===== config.mk =====
export PLATFORM = sky130hd
export DESIGN_NAME = bus_decoder
export DESIGN_NICKNAME = d
export VERILOG_FILES = /design/src/rtl/bus_decoder_pkg.sv /design/src/rtl/bus_addr_match.sv /design/src/rtl/bus_decoder.sv
export SDC_FILE = /design/constraint.sdc
export NUM_CORES = 1
export LEC_CHECK = 0
export BUFFER_PORTS_ARGS = -buffer_cell sky130_fd_sc_hd__buf_4
export CORE_AREA = 2 2 137 139
export CTS_BUF_LIST = sky130_fd_sc_hd__clkbuf_16
export DETAILED_ROUTE_END_ITERATION = 8
export DIE_AREA = 0 0 139 141
export SYNTH_ARGS = -nofsm -noshare
export SYNTH_HDL_FRONTEND = slang
export SYNTH_SLANG_ARGS = --single-unit

===== constraint.sdc =====
create_clock -name clk_i -period 4.6 [get_ports clk_i]
set_input_delay 0.92 -clock clk_i [delete_from_list [all_inputs] [get_ports clk_i]]
set_output_delay 0.92 -clock clk_i [all_outputs]
set_load 0.01 [all_outputs]

===== src/rtl/bus_decoder_pkg.sv =====
// bus_decoder_pkg: shared types and constants for the bus decoder.
//   state_e            : transaction FSM states
//   SLV_*              : slave port indices of the default memory map
//   *_BASE / *_MASK    : default decode windows (hit when (addr & MASK) == BASE)
//   DEFAULT_BASE/MASK  : packed default tables for a 4-slave, 32-bit build
//   idx_width()        : index width for a given slave count (never 0)
package bus_decoder_pkg;

  typedef enum logic [1:0] {
    IDLE     = 2'd0,
    WAIT_RSP = 2'd1,
    ERR_RSP  = 2'd2
  } state_e;

  localparam int SLV_SRAM  = 0;
  localparam int SLV_UART  = 1;
  localparam int SLV_ACCEL = 2;
  localparam int SLV_TIMER = 3;

  localparam logic [31:0] SRAM_BASE  = 32'h0000_0000;
  localparam logic [31:0] SRAM_MASK  = 32'hFFFF_0000;
  localparam logic [31:0] UART_BASE  = 32'h1000_0000;
  localparam logic [31:0] UART_MASK  = 32'hFFFF_F000;
  localparam logic [31:0] ACCEL_BASE = 32'h2000_0000;
  localparam logic [31:0] ACCEL_MASK = 32'hFFFF_F000;
  localparam logic [31:0] TIMER_BASE = 32'h3000_0000;
  localparam logic [31:0] TIMER_MASK = 32'hFFFF_F000;

  // Slice k of the packed tables belongs to slave index k.
  localparam logic [127:0] DEFAULT_BASE = {TIMER_BASE, ACCEL_BASE, UART_BASE, SRAM_BASE};
  localparam logic [127:0] DEFAULT_MASK = {TIMER_MASK, ACCEL_MASK, UART_MASK, SRAM_MASK};

  function automatic int idx_width(input int n);
    return (n > 1) ? $clog2(n) : 1;
  endfunction

endpackage


===== src/rtl/bus_addr_match.sv =====
// bus_addr_match: combinational base/mask comparator over all slaves with a
// lowest-index priority encoder.
//   addr : address to decode
//   hit  : at least one window matches
//   idx  : lowest matching slave index (0 when no hit)
module bus_addr_match
  import bus_decoder_pkg::*;
#(
  parameter int NUM_SLAVES = 4,
  parameter int ADDR_W     = 32,
  parameter int IDX_W      = idx_width(NUM_SLAVES),
  parameter logic [NUM_SLAVES*ADDR_W-1:0] BASE = '0,
  parameter logic [NUM_SLAVES*ADDR_W-1:0] MASK = '0
) (
  input  logic [ADDR_W-1:0] addr,
  output logic              hit,
  output logic [IDX_W-1:0]  idx
);

  logic [NUM_SLAVES-1:0] match;

  for (genvar g = 0; g < NUM_SLAVES; g++) begin : g_win
    assign match[g] = ((addr & MASK[g*ADDR_W +: ADDR_W]) == BASE[g*ADDR_W +: ADDR_W]);
  end

  // Scan high to low so the last assignment, the lowest index, wins.
  always_comb begin
    hit = 1'b0;
    idx = '0;
    for (int k = NUM_SLAVES - 1; k >= 0; k--) begin
      if (match[k]) begin
        hit = 1'b1;
        idx = IDX_W'(k);
      end
    end
  end

endmodule


===== src/rtl/bus_decoder.sv =====
// bus_decoder: registered N-slave address decoder between an Ibex-style
// req/gnt/rvalid master and its peripherals. One outstanding transaction.
//   clk_i, rst_i           : clock, asynchronous active-high reset
//   m_*                    : master port (req/gnt request, rvalid response)
//   s_req_o / s_gnt_i      : one-hot slave request, per-slave grant
//   s_we/be/addr/wdata_o   : request payload broadcast to every slave
//   s_rvalid/rdata/err_i   : per-slave responses (rdata packed, slice k = slave k)
//   bus_error_o            : one-cycle pulse with every error response
//   err_addr_o             : address of the most recent erroring transaction
// Optional: define BUS_DECODER_TIMEOUT_EN to abort transactions whose slave
// does not respond within TIMEOUT_CYCLES cycles of the grant.
module bus_decoder
  import bus_decoder_pkg::*;
#(
  parameter int NUM_SLAVES     = 4,
  parameter int ADDR_W         = 32,
  parameter int DATA_W         = 32,
  parameter logic [NUM_SLAVES*ADDR_W-1:0] SLAVE_BASE = DEFAULT_BASE,
  parameter logic [NUM_SLAVES*ADDR_W-1:0] SLAVE_MASK = DEFAULT_MASK,
  parameter int TIMEOUT_CYCLES = 256
) (
  input  logic                         clk_i,
  input  logic                         rst_i,
  input  logic                         m_req_i,
  output logic                         m_gnt_o,
  input  logic                         m_we_i,
  input  logic [DATA_W/8-1:0]          m_be_i,
  input  logic [ADDR_W-1:0]            m_addr_i,
  input  logic [DATA_W-1:0]            m_wdata_i,
  output logic                         m_rvalid_o,
  output logic [DATA_W-1:0]            m_rdata_o,
  output logic                         m_err_o,
  output logic [NUM_SLAVES-1:0]        s_req_o,
  input  logic [NUM_SLAVES-1:0]        s_gnt_i,
  output logic                         s_we_o,
  output logic [DATA_W/8-1:0]          s_be_o,
  output logic [ADDR_W-1:0]            s_addr_o,
  output logic [DATA_W-1:0]            s_wdata_o,
  input  logic [NUM_SLAVES-1:0]        s_rvalid_i,
  input  logic [NUM_SLAVES*DATA_W-1:0] s_rdata_i,
  input  logic [NUM_SLAVES-1:0]        s_err_i,
  output logic                         bus_error_o,
  output logic [ADDR_W-1:0]            err_addr_o
);

  localparam int IDX_W = idx_width(NUM_SLAVES);

  state_e             state_q, state_d;
  logic [IDX_W-1:0]   sel_q, hit_idx;
  logic               hit;
  logic [ADDR_W-1:0]  addr_q, err_addr_q;
  logic [DATA_W-1:0]  sel_rdata;
  logic               go_wait;    // slave accepted the request
  logic               go_err;     // unmapped request accepted locally
  logic               wait_err;   // in-flight transaction ends in error
  logic               expire;

  assign s_we_o     = m_we_i;
  assign s_be_o     = m_be_i;
  assign s_addr_o   = m_addr_i;
  assign s_wdata_o  = m_wdata_i;
  assign err_addr_o = err_addr_q;

  bus_addr_match #(
    .NUM_SLAVES (NUM_SLAVES),
    .ADDR_W     (ADDR_W),
    .IDX_W      (IDX_W),
    .BASE       (SLAVE_BASE),
    .MASK       (SLAVE_MASK)
  ) u_match (
    .addr (m_addr_i),
    .hit  (hit),
    .idx  (hit_idx)
  );

  // Response mux keyed on the registered selection, never the live address.
  always_comb begin
    sel_rdata = '0;
    for (int k = 0; k < NUM_SLAVES; k++) begin
      if (sel_q == IDX_W'(k)) sel_rdata = s_rdata_i[k*DATA_W +: DATA_W];
    end
  end

`ifdef BUS_DECODER_TIMEOUT_EN
  localparam int CNT_W = $clog2(TIMEOUT_CYCLES + 1);
  logic [CNT_W-1:0] cnt_q;

  // cnt_q counts completed WAIT_RSP cycles, so the current cycle is number
  // cnt_q+1 after the grant; expiry lands exactly TIMEOUT_CYCLES after it.
  assign expire = (cnt_q == CNT_W'(TIMEOUT_CYCLES - 1));

  always_ff @(posedge clk_i or posedge rst_i) begin
    if (rst_i)                      cnt_q <= '0;
    else if (go_wait)               cnt_q <= '0;
    else if (state_q == WAIT_RSP)   cnt_q <= cnt_q + 1'b1;
  end
`else
  assign expire = 1'b0;
`endif

  always_ff @(posedge clk_i or posedge rst_i) begin
    if (rst_i) state_q <= IDLE;
    else       state_q <= state_d;
  end

  // Outputs are forced low while reset is held so they drop asynchronously
  // even when the master keeps requesting.
  always_comb begin
    state_d     = state_q;
    m_gnt_o     = 1'b0;
    s_req_o     = '0;
    m_rvalid_o  = 1'b0;
    m_err_o     = 1'b0;
    m_rdata_o   = '0;
    bus_error_o = 1'b0;
    go_wait     = 1'b0;
    go_err      = 1'b0;
    wait_err    = 1'b0;
    if (!rst_i) begin
      case (state_q)
        IDLE: begin
          if (m_req_i) begin
            if (hit) begin
              s_req_o[hit_idx] = 1'b1;
              m_gnt_o          = s_gnt_i[hit_idx];
              if (s_gnt_i[hit_idx]) begin
                go_wait = 1'b1;
                state_d = WAIT_RSP;
              end
            end else begin
              m_gnt_o = 1'b1;
              go_err  = 1'b1;
              state_d = ERR_RSP;
            end
          end
        end
        WAIT_RSP: begin
          // A response in the expiry cycle takes precedence over the timeout.
          if (s_rvalid_i[sel_q]) begin
            m_rvalid_o  = 1'b1;
            m_rdata_o   = sel_rdata;
            m_err_o     = s_err_i[sel_q];
            bus_error_o = s_err_i[sel_q];
            wait_err    = s_err_i[sel_q];
            state_d     = IDLE;
          end else if (expire) begin
            m_rvalid_o  = 1'b1;
            m_err_o     = 1'b1;
            bus_error_o = 1'b1;
            wait_err    = 1'b1;
            state_d     = IDLE;
          end
        end
        ERR_RSP: begin
          m_rvalid_o  = 1'b1;
          m_err_o     = 1'b1;
          bus_error_o = 1'b1;
          state_d     = IDLE;
        end
        default: state_d = IDLE;
      endcase
    end
  end

  always_ff @(posedge clk_i or posedge rst_i) begin
    if (rst_i) begin
      sel_q      <= '0;
      addr_q     <= '0;
      err_addr_q <= '0;
    end else begin
      if (go_wait) begin
        sel_q  <= hit_idx;
        addr_q <= m_addr_i;
      end
      if (go_err)   err_addr_q <= m_addr_i;
      if (wait_err) err_addr_q <= addr_q;
    end
  end

endmodule


==> results of run 1 <==
==> where the power goes <==
part           internal [mW]  total, mW  switching (mW)
Sequential             0.747      0.839          0.0913
Clock                  0.418      0.683           0.266
Combinational          0.454      0.798           0.344
Total                   1.62       2.32           0.701
==> sequential cells by signal, indices dropped and copies added (netlist names) <==
name and flops:
err_addr_o 32, addr_q 32, state_q 2, sel_q 2
==> cell families (layout without fill, tap and decap cells) <==
group                    Yosys count  after routing  share of synthesized area
AO/OA/AOI/OAI                     61             61                     0.0796
multiplexers                      71             71                      0.254
other                              0              2                          0
adder cells (fa/ha/maj)            3              3                    0.00823
buffers and inverters            104            313                      0.150
flip-flops                        68             68                      0.373
AND/OR/NAND/NOR                  115            115                      0.135
==> final cells by class <==
class                           instances  area (sq um)  share of cell area
Clock buffer                            9           225              0.0337
Sequential cell                        68          1700               0.255
Inverter                                8          30.0             0.00449
Antenna cell                            2          5.00            0.000749
Multi-Input combinational cell        250          2180               0.326
Clock inverter                          7          67.6              0.0101
Tap cell                              234           293              0.0438
Timing Repair Buffer                  289          2180               0.326
==> cell usage in the layout, fill, tap and decap left out, types with 2 or more instances in the layout <==
| master | n |
|---|---|
| buf_4 | 288 |
| dfrtp_1 | 67 |
| nor2b_1 | 49 |
| nor2_1 | 41 |
| a21oi_1 | 37 |
| mux4_2 | 34 |
| mux2i_1 | 19 |
| a22oi_1 | 14 |
| mux2_2 | 14 |
| clkbuf_16 | 9 |
| inv_1 | 8 |
| nand3_1 | 7 |
| nor4_1 | 5 |
| nand2_1 | 4 |
| mux2_1 | 4 |
| ha_1 | 3 |
| diode_2 | 2 |
| nand4_1 | 2 |
| o21bai_1 | 2 |
| clkinv_2 | 2 |
| clkinvlp_4 | 2 |
==> metal layers <==
layer / track usage / up-vias / routed length [microns]
li1: - / 1840 / -
met2: 0.260 / 225 / 8120
met5: 0 / - / 0
met1: 0.211 / 1940 / 6780
met4: 0.0404 / 0 / 162
met3: 0.0622 / 9 / 1650
==> final timing paths <==
path                                   start    endpoint  slack, ns  cells after the start
worst min-delay path               addr_q[2]   addr_q[2]       0.49                      1
min in group asynchronous              rst_i  addr_q[20]       0.64                      2
max in group asynchronous              rst_i  addr_q[29]       2.95                      3
worst min register to register     addr_q[2]   addr_q[2]       0.49                      1
worst max-delay path            m_addr_i[31]     m_gnt_o       0.87                      7
worst max register to register    state_q[0]   addr_q[7]       1.80                      8
==> critical path: stages <==
cell,delay [ns]
buf_4,0.12
nor4_1,0.40
and4_1,0.30
a21oi_1,0.15
or2_2,0.33
a21boi_0,0.39
buf_4,0.21
==> summary by stage, run 1 <==
STA
The least setup slack across all paths after layout is 0.866 ns. The final critical delay including setup and external delays is 3.73 ns. The max-slew violation count is 0. At the pin with the least slew margin, the transition time is 0.652 ns. Setup violations remaining at the end of the flow were counted as 0.

The worst pin sits at a relative slew slack of 0.565. Across all hold checks on the routed design, the worst slack comes to 0.487 ns. The final period utilization is 0.812. For the final database, setup skew stands at 0.00637 ns.

The final number of hold-violating endpoints is 0. The maximum frequency from static timing analysis is 268 MHz. For the final routed database, the setup TNS stands at 0 ns. Setup repair after global routing left no endpoint under its margin.

Place
In this run the cell area measured after placement is 0.00639 sq mm. OpenSTA, run right after detailed placement, puts the worst setup slack at 0.844 ns. Input and output buffers added on the ports amount to 278. The global placer's final weighted congestion is 0.734. Once placement completed, the tool counted placed cells totaling 849. Once detailed placement completed, the half-perimeter wirelength came to 13800 microns.

Clock network
The setup fix buffers added after clock tree synthesis is 0. Counting along the longest clock path gives a buffer depth of 2. The number of buffers added to fix hold violations after cts is 0. The H-tree depth is 3.

The insertion delay of the later-clocked pin in the worst-skew pair is 0.33 ns. The number of gates resized after CTS is 0. The number of buffers created by CTS is 9. The root cell of the clock tree is clkbuf_16. TritonCTS built the clock tree. After clock tree synthesis, the clock-pin slew on the worst setup and hold paths is 0.06 ns. The count of clock tree sinks is 68.

Synth
The async set-reset flop share out of synthesis is 1.00. By area the synthesized netlist is led by dfrtp_1 37%, mux4_2 17%, buf_4 12%. The number of synthesized flops with an enable pin is 0. The commonest cells after synthesis are 72 x buf_4, 68 x dfrtp_1, 49 x nor2b_1, 41 x nor2_1, 37 x a21oi_1. Synthesis produced 422 cells. The post-synthesis area per instance is 10.8 sq um.

The leading cell type by number of instances after synthesis is buf_4. Yosys printed 0 warnings. The number of synthesized register bits is 68. Among all flip-flop cells after synthesis, the most frequent one is dfrtp_1. For this run, the register share of the synthesized area comes to 0.373. The number of nets handed over by synthesis was 637.

The top cell type's share of synthesized area is 0.373. The largest total area in the synthesized netlist belongs to dfrtp_1. The cell area that synthesis handed to floorplanning was 0.00456 sq mm. After synthesis, the netlist uses 35 different library cells.

Drt
The vias per cell is 4.63. The count of vias placed by the detailed router is 4014. The routed length per instance is 19.3 microns. The DRC violation count after routing is 0. The total length of routed wires is 16700 microns. The detail route stage leaves a number of antenna-violating nets equal to 0. The number of iterations in the first detailed-routing pass is 4. For this block, the initial DRC count from the detailed router was 226.

Global routing
The number of antenna violations at the first check in global routing was 1. The total global routing track utilization is 0.163. The global-route wire length before repair is 24300 microns.

The overflow left after global routing is 0. The largest net degree at the start of global routing is 65. The via count of the first global-routing pass is 3882.

Cells and area
The share of final-layout standard cells stronger than drive strength 1 is 0.567. The filler cells instantiated in the layout total 1837. The relative area change from synthesis to final layout is 46.6%. The count of non-filler cells in the finished layout is 867.

Measured on the finished design, the core utilization comes to 0.366. At the end of the flow, the number of nets in the layout was 841. The design area is 0.00669 sq mm.

Floorplan
The die covers 0.0196 sq mm. The die extent in x is 139 microns. The total number of placement rows is 50. The die span in y is 141 microns.

353 I/O pins were placed. The core footprint is 0.0183 sq mm. The effective utilization at floorplan is 0.250.

Power and ir drop
In this run the static leakage power is 3.40 nW. Across the VDD grid, the largest voltage drop is 0.192 mV. The power density relative to cell area is 347 mW/mm^2. The design draws 2.32 mW.

Outcome
The run finished with clean final reports.

Worst setup path
Data arrives at the worst endpoint at 2.81 ns. The largest fanout on the critical path is 3. The class of the most critical setup path is input pin to output port. The worst setup path is launched from an input pin. The required time of the critical path is 3.68 ns. The category of the worst setup path capture point is an output port.

Run
Across the run, the number of max-cap violations was 0.

Min path
The classification of the worst-slack hold path is flip-flop to flip-flop.
Note: power is estimated with default switching activity, not from simulation.
==> run 2: changes to the inputs <==
--- a/config.mk
+++ b/config.mk
@@ -5,11 +5,12 @@
 export SDC_FILE = /design/constraint.sdc
 export NUM_CORES = 1
 export LEC_CHECK = 0
+export ABC_AREA = 1
 export BUFFER_PORTS_ARGS = -buffer_cell sky130_fd_sc_hd__buf_4
-export CORE_AREA = 2 2 137 139
+export CORE_AREA = 2 2 138 140
 export CTS_BUF_LIST = sky130_fd_sc_hd__clkbuf_16
 export DETAILED_ROUTE_END_ITERATION = 8
-export DIE_AREA = 0 0 139 141
+export DIE_AREA = 0 0 140 142
 export SYNTH_ARGS = -nofsm -noshare
 export SYNTH_HDL_FRONTEND = slang
 export SYNTH_SLANG_ARGS = --single-unit
==> constraint.sdc (replaced) <==
create_clock -name clk_i -period 3.8 [get_ports clk_i]
set_input_delay 0.76 -clock clk_i [delete_from_list [all_inputs] [get_ports clk_i]]
set_output_delay 0.76 -clock clk_i [all_outputs]
set_load 0.01 [all_outputs]
==> summary by stage, run 2 <==
Synth
The number of nets in the synthesized netlist was 901 (+41%). The number of synthesized register bits is 68 (unchanged). The async set-reset flop share out of synthesis came to 1.00 (unchanged). The leading cell type by number of instances after synthesis is nand2_1.

The number of distinct library cells after synthesis is 36 (+2.9%). The biggest area consumer among synthesized cells is dfrtp_1. The post-synthesis area per instance is 7.32 sq um (-32%). The top cell type's share of synthesized area is 0.339 (-0.0340). The count of mapped cells out of synthesis is 686 (+63%). The post-synth design cell area is 0.00502 sq mm (+10%). The sequential fraction of the synthesis area was 0.339 (-0.0340). The synthesis warning total is 0 (unchanged). After synthesis, the cell types taking the most area are dfrtp_1 34%, buf_4 11%, nand2_1 11%.

In the synthesized netlist, the cells that appear most often are 146 x nand2_1, 85 x o21ai_0, 80 x inv_1, 75 x buf_4, 68 x dfrtp_1. The number of synthesized flops with an enable pin is 0 (unchanged). For this run, the leading register cell type out of synthesis is dfrtp_1.

Worst setup path
The critical path's largest stage delay is 0.45 ns (+0.05 ns). The category of the worst setup path capture point is an output port. The required time of the critical path is 3.04 ns (-0.64 ns). The largest fanout on the critical path is 20 (+17). The class of the most critical setup path is flip-flop to output port. The worst path arrival time is 2.54 ns (-0.27 ns). STA classifies the critical path startpoint as a flip-flop. The most numerous cell type found on the critical path is nand2_1. For this design, the slowest cell found on the critical path is dfrtp_1. Walking the worst path, the cells encountered are inv_2 -> nor2_2 -> nand2_1 -> nand2_1 -> a21oi_1 -> nor2_2 -> nand2_1 -> buf_4 -> a311oi_1 -> buf_4.

Clock network
The setup fix buffers added after clock tree synthesis came to 0 (unchanged). The deepest clock path buffer count was 2 (unchanged). The insertion delay of the later-clocked pin in the worst-skew pair is 0.33 ns (about the same). The number of buffers created by CTS is 9 (unchanged).

The number of buffers added to fix hold violations after cts is 0 (unchanged). The H-tree depth was 3 (unchanged). TritonCTS built the clock tree. The root buffer cell chosen for the clock tree is clkbuf_16. The number of gates resized after CTS is 0 (unchanged).

The clock transition at the registers of the reported paths is 0.06 ns (about the same). The count of clock tree sinks was 68 (unchanged).

Global routing
The overflow left after global routing is 0 (unchanged). The number of antenna violations at the first check in global routing is 1 (unchanged). The largest net degree at the start of global routing is 65 (unchanged).

The via count of the first global-routing pass was 5015 (+29%). The total global routing track utilization is 0.182 (+0.0183). The global-route wire length before repair was 28000 microns (+15%).

STA
The final critical delay including setup and external delays is 3.30 ns. The final hold slack was 0.487 ns (+0.000642 ns). The maximum frequency from static timing analysis is 303 MHz. Setup repair after global routing left no endpoint under its margin. The max-slew violation count came to 0 (unchanged). The worst relative slew slack is 0.522 (-0.0430). The clock skew came to 0.00747 ns (+0.00110 ns).

The slew at the pin closest to its max-slew limit came to 0.717 ns (+0.0645 ns). The final period utilization is 0.869. The final number of setup-violating endpoints is 0 (unchanged). The final total negative setup slack is 0 ns (unchanged). The final number of hold-violating endpoints is 0 (unchanged). The least setup slack across all paths after layout came to 0.496 ns (-0.370 ns).

Cells and area
The library cell used most frequently in the layout, excluding fill and tap cells, is buf_4. The final design utilization is 0.379 (+0.0125). The total inserted antenna cells is 0 (-2). The number of nets in the layout came to 1094 (+30%). The count of non-filler cells in the finished layout was 1118 (+29%). The design area came to 0.00699 sq mm (+4.5%).

The top cell types in the final layout, fill and taps aside, are 289 x buf_4, 146 x nand2_1, 85 x o21ai_0, 79 x inv_1, 68 x dfrtp_1. The relative area change from synthesis to final layout is 39.2%. The share of final-layout standard cells stronger than drive strength 1 is 0.399 (-0.168).

Floorplan
The die span in y came to 142 microns (+0.71%). The total number of placement rows is 50 (unchanged). The effective utilization at floorplan was 0.272 (+0.0223). The area of the die came to 0.0199 sq mm (+1.4%). The core footprint was 0.0185 sq mm (+1.0%). The I/O pin total is 353 (unchanged). The die extent in x came to 140 microns (+0.72%).

Drt
The count of vias placed by the detailed router was 5072 (+26%). The routed length per instance is 16.6 microns (-14%). The routed length on met1 is 7630 microns (+13%).

The sum of met3 wire segment lengths after detailed routing was 1540 microns (-6.8%). The number of iterations in the first detailed-routing pass came to 8 (+4). The number of nets with antenna violations after detailed routing is 0 (unchanged). Routed signal wires occupy layers up through met5.

The vias per cell is 4.54 (-2.0%). The DRC violation total after the first TritonRoute iteration is 210 (-7.1%). The DRC violation count after routing is 25 (+25).

The detailed route wirelength on metal2 is 9010 microns (+11%). The total length of routed wires is 18500 microns (+11%).

Power and ir drop
The worst supply voltage drop on vdd is 0.236 mV (+23%). The total design power is 2.70 mW (+16%). The leakage power figure is 3.66 nW (+7.8%). The power density relative to cell area is 386 mW/mm^2 (+11%).

Outcome
The flow ran to the end, but the final reports show violations. The final reports fail on design-rule violations.

Min path
The path class of the tightest hold or removal check is flip-flop to flip-flop.

Place
The half-perimeter wire length of the detailed placement result is 14800 microns (+7.3%). The number of buffers inserted by port buffering was 278 (unchanged). The placed cell area is 0.00671 sq mm (+5.0%). The number of placed cells counting well taps is 1102 (+30%). The worst setup slack before clock tree synthesis is 0.514 ns (-0.329 ns).

The global placer's final weighted congestion is 0.834 (+14%).

Run
The max-capacitance violation count came to 0 (unchanged).
-- run 2: cell types whose count changed in the layout (fill, tap and decap cells not counted), sizes merged, moves of 15 or more --
cell    previous run  this run
a21oi             37         3
a311oi             0        17
nand2              4       151
mux2i             19         0
o21ai              3       131
nor2b             49         0
mux2              18         0
o22ai              0        15
mux4              34         0
nor2              41        85
inv               10        83
-- run 2: worst paths after layout --
| kind | from | to | slack (ns) | cells past startpoint |
|---|---|---|---|---|
| setup / recovery | sel_q[0] | m_rdata_o[5] | 0.50 | 10 |
| min in group asynchronous | rst_i | state_q[0] | 0.51 | 3 |
| hold / removal | addr_q[26] | addr_q[26] | 0.49 | 2 |
| max in group asynchronous | rst_i | addr_q[13] | 2.30 | 4 |
| hold reg to reg | addr_q[26] | addr_q[26] | 0.49 | 2 |
| setup reg to reg | sel_q[0] | err_addr_o[20] | 1.39 | 13 |
-- run 2: metal layers --
metal,global-route usage,up-vias
met5,0,-
met1,0.221,2287
met3,0.0542,27
met2,0.314,230
met4,0.0500,2
li1,-,2526
-- run 2: final cells by class --
type | instances | area, sq um
sequential | 68 | 1700
multi-input combinational | 429 | 2230
timing repair buffer | 289 | 2170
inverter | 82 | 314
fill | 1949 | 11500
tap | 234 | 293
clock inverter | 7 | 50.0
clock buffer | 9 | 225
-- run 2: logic make-up after synthesis --
logic type	count (synthesis)	share of synthesized area
flip-flops	68	0.339
AO/OA/AOI/OAI	168	0.193
AND/OR/NAND/NOR	258	0.243
adder cells (fa/ha/maj)	3	0.00748
buffers and inverters	189	0.218
-- run 2: critical path: cells and delay by family (launching register included) --
family	cells	cell delay, ns
buffers and inverters	3	0.71
and+or+nand+nor	5	0.71
DFF	1	0.45
AOI/OAI and AO/OA	2	0.34
-- run 2: power breakdown --
| group | internal (mW) | switching [mW] |
|---|---|---|
| sequential | 0.903 | 0.106 |
| clock | 0.443 | 0.335 |
| combinational | 0.481 | 0.431 |
